File: src/rtl/uart_pkg.sv
// ---------------------------------------------------------------------------
// uart_pkg
// Shared definitions for the UART echo path.
//   UART_DATA_WIDTH : byte width used on both sides of the elastic buffer.
//   FIFO_DEPTH_LOG2 : default log2 depth of the echo-path FIFO (16 entries).
//   tx_state_e      : drain FSM encoding (IDLE=0, START=1, WAIT_BUSY=2,
//                     WAIT_DONE=3).
// ---------------------------------------------------------------------------
package uart_pkg;

  localparam int UART_DATA_WIDTH = 8;
  localparam int FIFO_DEPTH_LOG2 = 4;

  typedef enum logic [1:0] {
    IDLE      = 2'd0,
    START     = 2'd1,
    WAIT_BUSY = 2'd2,
    WAIT_DONE = 2'd3
  } tx_state_e;

endpackage

File: src/rtl/sync_fifo.sv
// ---------------------------------------------------------------------------
// sync_fifo
// Single-clock FIFO with occupancy count and sticky overflow flag.
// Ports:
//   clk, rst        : clock, synchronous active-low reset
//   push, push_data : write request and data; dropped when full
//   pop             : read request; ignored when empty
//   pop_data        : entry at the read pointer (valid while !empty)
//   full, empty     : decoded from the registered count
//   count           : occupancy, 0 .. 2**DEPTH_LOG2
//   overflow        : sticky, set on any dropped push
//   drop            : one-cycle indication that this cycle's push was dropped
// ---------------------------------------------------------------------------
module sync_fifo
  import uart_pkg::*;
#(
  parameter int DATA_WIDTH = UART_DATA_WIDTH,
  parameter int DEPTH_LOG2 = FIFO_DEPTH_LOG2
) (
  input  logic                  clk,
  input  logic                  rst,
  input  logic                  push,
  input  logic [DATA_WIDTH-1:0] push_data,
  input  logic                  pop,
  output logic [DATA_WIDTH-1:0] pop_data,
  output logic                  full,
  output logic                  empty,
  output logic [DEPTH_LOG2:0]   count,
  output logic                  overflow,
  output logic                  drop
);

  localparam int DEPTH = 1 << DEPTH_LOG2;

  logic [DATA_WIDTH-1:0] mem [DEPTH];
  logic [DEPTH_LOG2-1:0] wr_ptr;
  logic [DEPTH_LOG2-1:0] rd_ptr;
  logic                  wr_en;
  logic                  rd_en;

  // full comes from the registered count, so a same-cycle pop cannot make
  // room for a push into a full FIFO.
  assign wr_en = push & ~full;
  assign rd_en = pop & ~empty;
  assign drop  = push & full;

  // count never exceeds DEPTH, so its MSB alone marks the full state.
  assign full     = count[DEPTH_LOG2];
  assign empty    = (count == '0);
  assign pop_data = mem[rd_ptr];

  always_ff @(posedge clk) begin
    if (wr_en) begin
      mem[wr_ptr] <= push_data;
    end
  end

  always_ff @(posedge clk) begin
    if (!rst) begin
      wr_ptr   <= '0;
      rd_ptr   <= '0;
      count    <= '0;
      overflow <= 1'b0;
    end else begin
      if (wr_en) wr_ptr <= wr_ptr + 1'b1;
      if (rd_en) rd_ptr <= rd_ptr + 1'b1;
      if (drop)  overflow <= 1'b1;
      case ({wr_en, rd_en})
        2'b10:   count <= count + 1'b1;
        2'b01:   count <= count - 1'b1;
        default: count <= count;
      endcase
    end
  end

endmodule

File: src/rtl/uart_rx_tx_fifo.sv
// ---------------------------------------------------------------------------
// uart_rx_tx_fifo
// Elastic buffer between UART receiver and transmitter in the echo path.
// Every completed rx byte is queued; the drain FSM hands bytes to the
// transmitter one at a time, re-issuing tx_start if tx_busy never rises
// within BUSY_WAIT_MAX clocks.
// Ports:
//   clk, rst   : clock, synchronous active-low reset
//   rx_done    : one-cycle pulse, rx_data holds a received byte
//   rx_data    : received byte
//   tx_busy    : transmitter framing a byte
//   tx_start   : one-cycle start pulse to the transmitter
//   tx_data    : registered byte to transmit, held until the frame ends
//   full/empty : FIFO occupancy flags
//   count      : FIFO occupancy
//   overflow   : sticky, at least one byte was dropped
//   drop_cnt   : (UART_FIFO_DROP_CNT_EN only) saturating dropped-byte count
// Build option: define UART_FIFO_DROP_CNT_EN to add the drop_cnt port.
// ---------------------------------------------------------------------------
module uart_rx_tx_fifo
  import uart_pkg::*;
#(
  parameter int DATA_WIDTH    = UART_DATA_WIDTH,
  parameter int DEPTH_LOG2    = FIFO_DEPTH_LOG2,
  parameter int BUSY_WAIT_MAX = 1023
) (
  input  logic                  clk,
  input  logic                  rst,
  input  logic                  rx_done,
  input  logic [DATA_WIDTH-1:0] rx_data,
  input  logic                  tx_busy,
  output logic                  tx_start,
  output logic [DATA_WIDTH-1:0] tx_data,
  output logic                  full,
  output logic                  empty,
  output logic [DEPTH_LOG2:0]   count,
  output logic                  overflow
`ifdef UART_FIFO_DROP_CNT_EN
  ,
  output logic [7:0]            drop_cnt
`endif
);

  localparam int WAIT_W = $clog2(BUSY_WAIT_MAX + 1);

  tx_state_e             state;
  tx_state_e             state_nxt;
  logic [WAIT_W-1:0]     wait_cnt;
  logic                  pop;
  logic [DATA_WIDTH-1:0] pop_data;
  logic                  fifo_drop;

  sync_fifo #(
    .DATA_WIDTH (DATA_WIDTH),
    .DEPTH_LOG2 (DEPTH_LOG2)
  ) u_fifo (
    .clk       (clk),
    .rst       (rst),
    .push      (rx_done),
    .push_data (rx_data),
    .pop       (pop),
    .pop_data  (pop_data),
    .full      (full),
    .empty     (empty),
    .count     (count),
    .overflow  (overflow),
    .drop      (fifo_drop)
  );

  always_comb begin
    state_nxt = state;
    pop       = 1'b0;
    case (state)
      IDLE: begin
        if (!empty && !tx_busy) begin
          pop       = 1'b1;
          state_nxt = START;
        end
      end
      START: state_nxt = WAIT_BUSY;
      WAIT_BUSY: begin
        // A busy response wins over a timeout landing in the same cycle.
        // The counter reaches BUSY_WAIT_MAX on the edge that leaves here.
        if (tx_busy) begin
          state_nxt = WAIT_DONE;
        end else if (wait_cnt == WAIT_W'(BUSY_WAIT_MAX - 1)) begin
          state_nxt = START;
        end
      end
      WAIT_DONE: begin
        if (!tx_busy) state_nxt = IDLE;
      end
      default: state_nxt = IDLE;
    endcase
  end

  always_ff @(posedge clk) begin
    if (!rst) begin
      state    <= IDLE;
      wait_cnt <= '0;
      tx_data  <= '0;
    end else begin
      state <= state_nxt;
      // tx_data only loads on the pop, so a re-issued start repeats the byte.
      if (pop) tx_data <= pop_data;
      if (state == START) begin
        wait_cnt <= '0;
      end else if (state == WAIT_BUSY) begin
        wait_cnt <= wait_cnt + 1'b1;
      end
    end
  end

  assign tx_start = (state == START);

`ifdef UART_FIFO_DROP_CNT_EN
  always_ff @(posedge clk) begin
    if (!rst) begin
      drop_cnt <= '0;
    end else if (fifo_drop && drop_cnt != 8'hFF) begin
      drop_cnt <= drop_cnt + 1'b1;
    end
  end
`else
  logic unused_drop;
  assign unused_drop = fifo_drop;
`endif

endmodule

File: config.mk
export PLATFORM = sky130hd
export DESIGN_NAME = uart_rx_tx_fifo
export DESIGN_NICKNAME = d
export VERILOG_FILES = /design/src/rtl/uart_pkg.sv /design/src/rtl/sync_fifo.sv /design/src/rtl/uart_rx_tx_fifo.sv
export SDC_FILE = /design/constraint.sdc
export NUM_CORES = 1
export LEC_CHECK = 0
export ABC_AREA = 0
export BUFFER_PORTS_ARGS = -buffer_cell sky130_fd_sc_hd__buf_2
export CELL_PAD_IN_SITES_DETAIL_PLACEMENT = 2
export CELL_PAD_IN_SITES_GLOBAL_PLACEMENT = 2
export CORE_ASPECT_RATIO = 0.8
export CORE_MARGIN = 3
export CORE_UTILIZATION = 45
export CTS_CLUSTER_DIAMETER = 100
export CTS_CLUSTER_SIZE = 8
export DETAILED_ROUTE_END_ITERATION = 6
export PLACE_DENSITY_LB_ADDON = 0.1
export SYNTH_ARGS = -nofsm -noshare
export SYNTH_HDL_FRONTEND = slang
export SYNTH_SLANG_ARGS = --single-unit
export TNS_END_PERCENT = 100
File: constraint.sdc
create_clock -name clk -period 3.75 [get_ports clk]
set_input_delay 0.9375 -clock clk [delete_from_list [all_inputs] [get_ports clk]]
set_output_delay 0.9375 -clock clk [all_outputs]
set_load 0.02 [all_outputs]
==> results_dict.tcl, run 1 <==
set metrics [dict create \
    cts_root_buf "clkbuf_16" \
    ys.warnings.count 0 \
    rsz0062_at_grt "no" \
    cp_data_required_time_ns 4.10 \
    postCtsResizedCells 0 \
    die_y_um 115 \
    cts_hold_buf 0 \
    min_period_over_period 0.742 \
    overflow 0 \
    port_buffers 28 \
    rows 39 \
    die_width_um 142 \
    ir_worst_vdd_mv 0.435 \
    synth_area_um2 6630 \
    hold_ws_ns 0.489 \
    first_pass_iters 4 \
    ioPinCount 29 \
    hold_viol_final 0 \
    cap_violations 0 \
    routed_wl_um 17500 \
    grt_pass1_wl_um 26500 \
    synth_compound_area_frac 0.0577 \
    tns_ns 0 \
    n_antenna_cell 0 \
    grt_usage 0.229 \
    synth_cell_types 41 \
    synthFlopType "edfxtp_1" \
    drt-wirelength-per-cell_um 26.0 \
    numCtsBuffers 17 \
    cts_tree "built" \
    insertion_delay_ns 0.43 \
    yosysSeqAreaShare 0.682 \
    gp_congestion 0.820 \
    clkSinkCount 162 \
    synth_top_family_by_area "multiplexers" \
    endpoint_kind "flop" \
    final_max_slew_viol_count 0 \
    start_util 0.462 \
    syn_inst 446 \
    path_max_fanout 6 \
    synth_xor_area_frac 0.0211 \
    dr.first_iter.drc_count 320 \
    vias_per_cell 5.75 \
    status "finished clean" \
    clk_pin_slew_ns 0.07 \
    area_delta_synth_final_pct 13.3 \
    cp-start-kind "flop" \
    slew_headroom 0.388 \
    drive_above_1_share 0.165 \
    grt_max_degree 33 \
    postLayoutCoreUtil 0.524 \
    cts_setup_buffers 0 \
    setup_viol 0 \
    yosys.area_share.simple 0.0817 \
    dp_hpwl_um 11100 \
    synth_fa_ha_area_frac 0.0238 \
    pre_cts_ws_ns 0.651 \
    synth_edf_count 128 \
    fin_crit_ns 2.78 \
    nets 502 \
    power_density_nw_per_um2 643 \
    leakagePower_uw 0.00252 \
    finClkSkew_ns 0.0148 \
    ys_ff_latch 162 \
    hold_path.class "reg -> reg" \
    muxShareOfSynthArea 0.110 \
    max_clock_freq_mhz 359 \
    antenna_found_initial 0 \
    first_global_vias 4197 \
    tightest_slew_ns 0.915 \
    worstPathArrival_ns 3.14 \
    postRouteAntennaNets 0 \
    fin_ws_ns 0.967 \
    die-area_um2 16200 \
    vias 3880 \
    drc_errors 0 \
    synth_nets 470 \
    clk_path_buf_depth 2 \
    synthArstFlopShare 0 \
    path_class "reg -> reg" \
    avgSynthCellArea_um2 14.9 \
    htree_levels 4 \
    coreArea_um2 14300 \
]
## report_power, final
part	internal (µW)	switching, µW
clock network	960	712
registers	2050	118
logic	371	627
## cells in the final DEF (no fill, tap or decap), types with 2 or more instances in the layout
cell type / n
o21ai_0: 11
ha_1: 11
o21ai_1: 2
inv_1: 6
o211ai_1: 2
buf_4: 11
nor2b_1: 11
nand2b_1: 5
and3_1: 2
dfxtp_1: 33
clkbuf_1: 3
clkinv_2: 5
mux2i_1: 48
nand3b_1: 3
a21o_1: 2
buf_2: 28
and4b_1: 3
inv_4: 2
a31oi_1: 7
o22ai_1: 22
edfxtp_1: 128
nand3_1: 3
nor2_1: 25
o21a_1: 2
xnor2_1: 10
and2_1: 9
xor2_1: 6
a22oi_1: 3
mux4_2: 11
nand2_1: 18
nor3_1: 12
a21oi_1: 10
clkbuf_16: 20
nand4_1: 5
nor4b_1: 2
## Yosys cell counts, drive strengths merged (11+ instances only)
| cell type | number | share of area |
|---|---|---|
| edfxtp | 128 | 0.58 |
| clkbuf | 11 | 0.0062 |
| mux2i | 48 | 0.072 |
| nor2 | 25 | 0.014 |
| mux4 | 11 | 0.037 |
| ha | 11 | 0.021 |
| o21ai | 13 | 0.0098 |
| o22ai | 22 | 0.021 |
| dfxtp | 34 | 0.10 |
| nor2b | 11 | 0.010 |
| nor3 | 12 | 0.0091 |
| buf | 15 | 0.014 |
| nand2 | 18 | 0.010 |
## cells by family (layout without fill, tap and decap cells)
logic type                 Yosys count  after routing
DFF                                162            162
and+or+nand+nor                    102            102
AOI/OAI and AO/OA                   63             63
muxes                               59             59
buffers and inverters               32             77
xor gates and xnor gates            16             16
adders and majority gates           12             12
## path summary, 6_finish.rpt
| kind | from | endpoint | slack, ns | depth (start not counted) |
|---|---|---|---|---|
| worst max-delay path | u_fifo.count[0] | u_fifo.count[4] | 0.97 | 8 |
| worst min-delay path | u_fifo.overflow | u_fifo.overflow | 0.49 | 2 |
| worst min register to register | u_fifo.overflow | u_fifo.overflow | 0.49 | 2 |
| worst max register to register | u_fifo.count[0] | u_fifo.count[4] | 0.97 | 8 |
## cell type report
class / count / area [µm²]
Multi-Input combinational cell: 252 / 1950
Sequential cell: 162 / 4530
Inverter: 6 / 22.5
Clock inverter: 9 / 50.0
Clock buffer: 23 / 512
Timing Repair Buffer: 39 / 223
Tap cell: 184 / 230
Fill cell: 1332 / 6830
## per-layer routing
metal  wire, µm  global-route usage
met1       7890               0.313
met2       8600               0.364
met3        868              0.0656
met4        182              0.0607
met5          0                   0
## worst max-delay path: stages (launching register included)
cell and delay, ns:
dfxtp_1 0.39, or4_4 0.57, o21a_1 0.20, ha_1 0.29, fa_1 0.44, a21o_1 0.20
a21oi_1 0.18, mux2i_1 0.23, mux2i_1 0.21
## flip-flops by register name (all words and copies together) (netlist names)
signal	cells
state	2
tx_data	8
u_fifo.count	5
u_fifo.mem	128
u_fifo.overflow	1
u_fifo.rd_ptr	4
u_fifo.wr_ptr	4
wait_cnt	10
## stage by stage
step / cell area [µm²] / power (µW) / instances
global placement: 6950 / 3130 / 643
floorplan: 6630 / 2840 / 446
global route: 7510 / 5040 / 675
CTS: 7510 / 4870 / 675
finish: 7510 / 4830 / 675
detailed placement: 6950 / 3190 / 643
Note: power is estimated with default switching activity, not from simulation.
==> run 2, diff against run 1 <==
Settings changed: CORE_UTILIZATION 45 to 40.
Clock period 3.75 ns to 2.45 ns, I/O delays scaled along.
==> results_dict.tcl, run 2 (synthesis results as in run 1) <==
set metrics [dict create \
    die_width_um 150 \
    r2r_setup_slack_ns -0.12 \
    clkSinkCount 162 \
    die-area_um2 18200 \
    min-delay-start "tx_busy" \
    path_class "reg -> reg" \
    cts_tree "built" \
    drive_above_1_share 0.238 \
    grt_max_degree 21 \
    numCtsBuffers 17 \
    fin_crit_ns 2.57 \
    path_max_fanout 4 \
    grt_pass1_wl_um 26900 \
    ioPinCount 29 \
    layout_commonest_cell "edfxtp_1" \
    leakagePower_uw 0.00273 \
    max_clock_freq_mhz 390 \
    hold_viol_final 0 \
    nets 537 \
    ff2ff_path_depth 8 \
    finalPower_uw 7970 \
    gp_congestion 0.754 \
    worstPathArrival_ns 2.90 \
    fin_ws_ns -0.117 \
    area_delta_synth_final_pct 19.4 \
    cp_slowest_cell "or4_4" \
    vias_per_cell 5.39 \
    fillerInstances 1530 \
    endpoint_kind "flop" \
    start_util 0.414 \
    path_common_cell "mux2i_1" \
    regArea_um2 4530 \
    worstPathCellList "or4_4 > o21a_1 > ha_4 > fa_2 > a21o_1 > a21oi_2 > mux2i_1 > mux2i_1" \
    tightest_slew_ns 0.752 \
    clk_path_buf_depth 2 \
    drc_errors 0 \
    finClkSkew_ns 0.0126 \
    port_buffers 28 \
    first_pass_iters 6 \
    grt_usage 0.205 \
    violations "setup timing" \
    setup_viol 1 \
    dp_hpwl_um 12000 \
    final_max_slew_viol_count 0 \
    htree_levels 4 \
    hold_path_end "state[0]" \
    cp-start-kind "flop" \
    cap_violations 0 \
    vias 3991 \
    status "finished with violations" \
    pre_cts_ws_ns -0.0775 \
    power_density_nw_per_um2 1010 \
    n_antenna_cell 0 \
    ir_worst_vdd_mv 0.450 \
    insertion_delay_ns 0.43 \
    routed_wl_um 17500 \
    r2r-start "u_fifo.count[0]" \
    cts_root_buf "clkbuf_16" \
    dr.first_iter.drc_count 279 \
    clk_pin_slew_ns 0.06 \
    cpPeakStageDelay_ns 0.52 \
    rsz0062_at_grt "yes" \
    reg_top3 "u_fifo.mem x128, wait_cnt x10, tx_data x8" \
    most-common-layout-cells "edfxtp_1, mux2i_1, buf_4, dfxtp_1, buf_2" \
    die_y_um 121 \
    slew_headroom 0.486 \
    largest_reg_flops 128 \
    antenna_found_initial 0 \
    coreArea_um2 16000 \
    postRouteAntennaNets 0 \
    first_global_vias 4274 \
    overflow 0 \
    cp_data_required_time_ns 2.79 \
    min_period_over_period 1.05 \
    worstReg2RegEnd "u_fifo.count[4]" \
    hold_path.class "in -> reg" \
    hold_depth 3 \
    regMostFlops "u_fifo.mem" \
    rows 41 \
    drt-wirelength-per-cell_um 23.6 \
    multiInputGateArea_um2 1970 \
]
-- run 2: cell types whose count changed in the layout (fill, tap and decap cells not counted), moves of 2 or more --
cell | before | now
inv_4 | 2 | 0
clkbuf_1 | 3 | 0
a21oi_2 | 0 | 2
clkbuf_16 | 20 | 17
buf_4 | 11 | 46
bufinv_16 | 0 | 5
clkinv_4 | 1 | 3
dfxtp_1 | 33 | 30
a21oi_1 | 10 | 8
dfxtp_2 | 1 | 3
-- run 2: worst max path at each step --
stage / slack, ns / to / from
after floorplan: -0.22 / u_fifo.count[4] / u_fifo.count[3]
after global placement: 0.0005 / u_fifo.count[4] / tx_busy
after detailed placement: -0.08 / u_fifo.count[4] / tx_busy
after CTS: -0.09 / u_fifo.count[4] / u_fifo.count[0]
after global routing: -0.23 / u_fifo.count[4] / u_fifo.count[3]
final: -0.12 / u_fifo.count[4] / u_fifo.count[0]
-- run 2: per-layer routing --
layer  part of all wire  wire length, µm  vias to the layer above  global-route usage
li1                   -                -                     1832                   -
met5                  0                0                        -                   0
met3              0.036              631                       17              0.0467
met2               0.48             8400                       78               0.320
met1               0.47             8250                     2064               0.291
met4              0.013              232                        0              0.0560
-- run 2: worst max-delay path: cells and delay by family, from the launching register on --
kind            cells  cell delay [ns]
mux                 2             0.51
simple gates        1             0.52
compound gates      3             0.58
fa+ha+maj           2             0.53
flops               1             0.34
-- run 2: metrics by stage --
step                TNS [ns]   util  instance area, µm²  std cells  hold slack (ns)
finish                -0.117  0.495                7920        741            0.505
global route          -0.226  0.495                7920        741            0.525
CTS                  -0.0887  0.494                7910        740            0.479
detailed placement   -0.0968  0.454                7270        707            0.503
global placement           0  0.454                7270        707            0.470
floorplan             -0.229      -                6660        446            0.479
-- run 2: cell type report --
| class | count | area share |
|---|---|---|
| clock buffers | 17 | 0.0537 |
| clock inverters | 15 | 0.0269 |
| repair buffers | 74 | 0.0613 |
| multi-input cells | 252 | 0.249 |
| flip-flops and latches | 162 | 0.572 |
| well taps | 215 | 0.0340 |
| inverters | 6 | 0.00284 |
-- run 2: power breakdown --
part,switching (µW),internal [µW]
combinational,1080,752
clock,1080,1800
sequential,114,3140
total,2280,5690
-- run 2: repair_timing --
action                                  4_1_cts  5_1_grt
pin swaps                                     3        5
resized for setup                             0        1
setup buffers                                 1        1
endpoints found under the setup margin        1        2
hold buffers                                  0        0
hold endpoints to repair                      0        0
==> run 3, diff against run 2 <==
Settings changed: CORE_UTILIZATION 40 to 45.
Clock period 2.45 ns to 2.4 ns, I/O delays scaled along.
==> results_dict.tcl, run 3 (synthesis results as in run 1) <==
set metrics [dict create \
    status "finished with violations" \
    violations "setup timing" \
    min_period_over_period 1.01 \
    power_density_nw_per_um2 1020 \
    vias 4054 \
    largest_reg_flops 128 \
    finClkSkew_ns 0.0107 \
    rows 39 \
    clk_pin_slew_ns 0.06 \
    drt-wirelength-per-cell_um 26.8 \
    hold_path.class "in -> reg" \
    regMostFlops "u_fifo.mem" \
    gp_congestion 0.786 \
    rsz0062_at_grt "yes" \
    dr.first_iter.drc_count 239 \
    die_width_um 142 \
    fin_area_um2 7820 \
    max_clock_freq_mhz 413 \
    slew_headroom 0.541 \
    vias_per_cell 5.74 \
    ioPinCount 29 \
    coreArea_um2 14300 \
    path_class "reg -> reg" \
    first_pass_iters 5 \
    grt_usage 0.248 \
    port_buffers 28 \
    n_antenna_cell 0 \
    hold_ws_ns 0.470 \
    start_util 0.462 \
    postLayoutCoreUtil 0.545 \
    die_y_um 115 \
    cts_root_buf "clkbuf_16" \
    fillerInstances 1317 \
    placed_area_um2 7190 \
    cp-start-kind "flop" \
    layout_commonest_cell "edfxtp_1" \
    routed_wl_um 18900 \
    antenna_found_initial 0 \
    drive_above_1_share 0.230 \
    die-area_um2 16200 \
    overflow 0 \
    clk_path_buf_depth 2 \
    drc_errors 0 \
    ir_worst_vdd_mv 0.637 \
    first_global_vias 4481 \
    worstPathArrival_ns 2.78 \
    clkSinkCount 162 \
    area_delta_synth_final_pct 17.9 \
    cp_data_required_time_ns 2.76 \
    tightest_slew_ns 0.687 \
    dp_hpwl_um 11800 \
    cap_violations 0 \
    endpoint_kind "flop" \
    hold_viol_final 0 \
    setup_viol 2 \
    grt_max_degree 28 \
    numCtsBuffers 17 \
    final_max_slew_viol_count 0 \
    leakagePower_uw 0.00267 \
    nets 533 \
    htree_levels 4 \
    path_max_fanout 3 \
    cts_tree "built" \
    most-common-layout-cells "edfxtp_1, mux2i_1, buf_4, dfxtp_1, buf_2" \
    fin_ws_ns -0.0206 \
    reg_top3 "u_fifo.mem x128, wait_cnt x10, tx_data x8" \
    postRouteAntennaNets 0 \
    insertion_delay_ns 0.43 \
    cts_hold_buf 0 \
    fin_crit_ns 2.42 \
    grt_pass1_wl_um 29000 \
]
## run 3: metrics by stage
stage	instances	TNS, ns	setup slack [ns]	power [µW]
after floorplan	446	-0.329	-0.272	4480
after global placement	669	-0.00501	-0.00501	5080
after detailed placement	669	-0.134	-0.0707	5190
after CTS	702	-0.0375	-0.0375	8010
after global routing	706	-0.221	-0.0992	8360
final	706	-0.0303	-0.0206	7990
## run 3: layout make-up
type | instances | area (µm²) | share of cell area
sequential | 162 | 4530 | 0.580
multi-input combinational | 252 | 1970 | 0.252
tap | 184 | 230 | 0.0294
inverter | 6 | 22.5 | 0.00288
clock buffer | 17 | 425 | 0.0544
clock inverter | 15 | 166 | 0.0213
timing repair buffer | 70 | 470 | 0.0602
## run 3: final timing paths
check / start / to / slack, ns / cells after the start
worst min-delay path: tx_busy / state[0] / 0.47 / 3
worst max register to register: u_fifo.count[0] / u_fifo.count[4] / -0.02 / 8
worst max-delay path: u_fifo.count[0] / u_fifo.count[4] / -0.02 / 8
worst min register to register: u_fifo.overflow / u_fifo.overflow / 0.53 / 2
## run 3: report_power, final
| group | internal, µW | switching, µW | leakage, µW |
|---|---|---|---|
| clock network | 1620 | 1140 | 0.000274 |
| logic | 791 | 1070 | 0.000963 |
| registers | 3200 | 151 | 0.00143 |
## run 3: routing by layer
layer  part of all wire  vias to the layer above  track usage  routed length (µm)
li1                   -                     1821            -                   -
met5                  0                        -            0                   0
met4              0.016                        0       0.0818                 300
met3              0.043                       18       0.0463                 822
met1               0.45                     2112        0.349                8550
met2               0.49                      103        0.391                9270
## run 3: timing repair
action	in CTS	in global routing
setup buffers	1	4
pin swaps	4	4
resized for setup	1	1
endpoints found under the setup margin	2	3
## run 3: worst max-delay path, stage by stage, from the launching register on
cell and delay (ns):
dfxtp_4 0.35, or4_4 0.51, o21a_1 0.23, ha_4 0.19, fa_2 0.34, a21o_1 0.17
a21oi_2 0.14, mux2i_1 0.23, mux2i_1 0.20
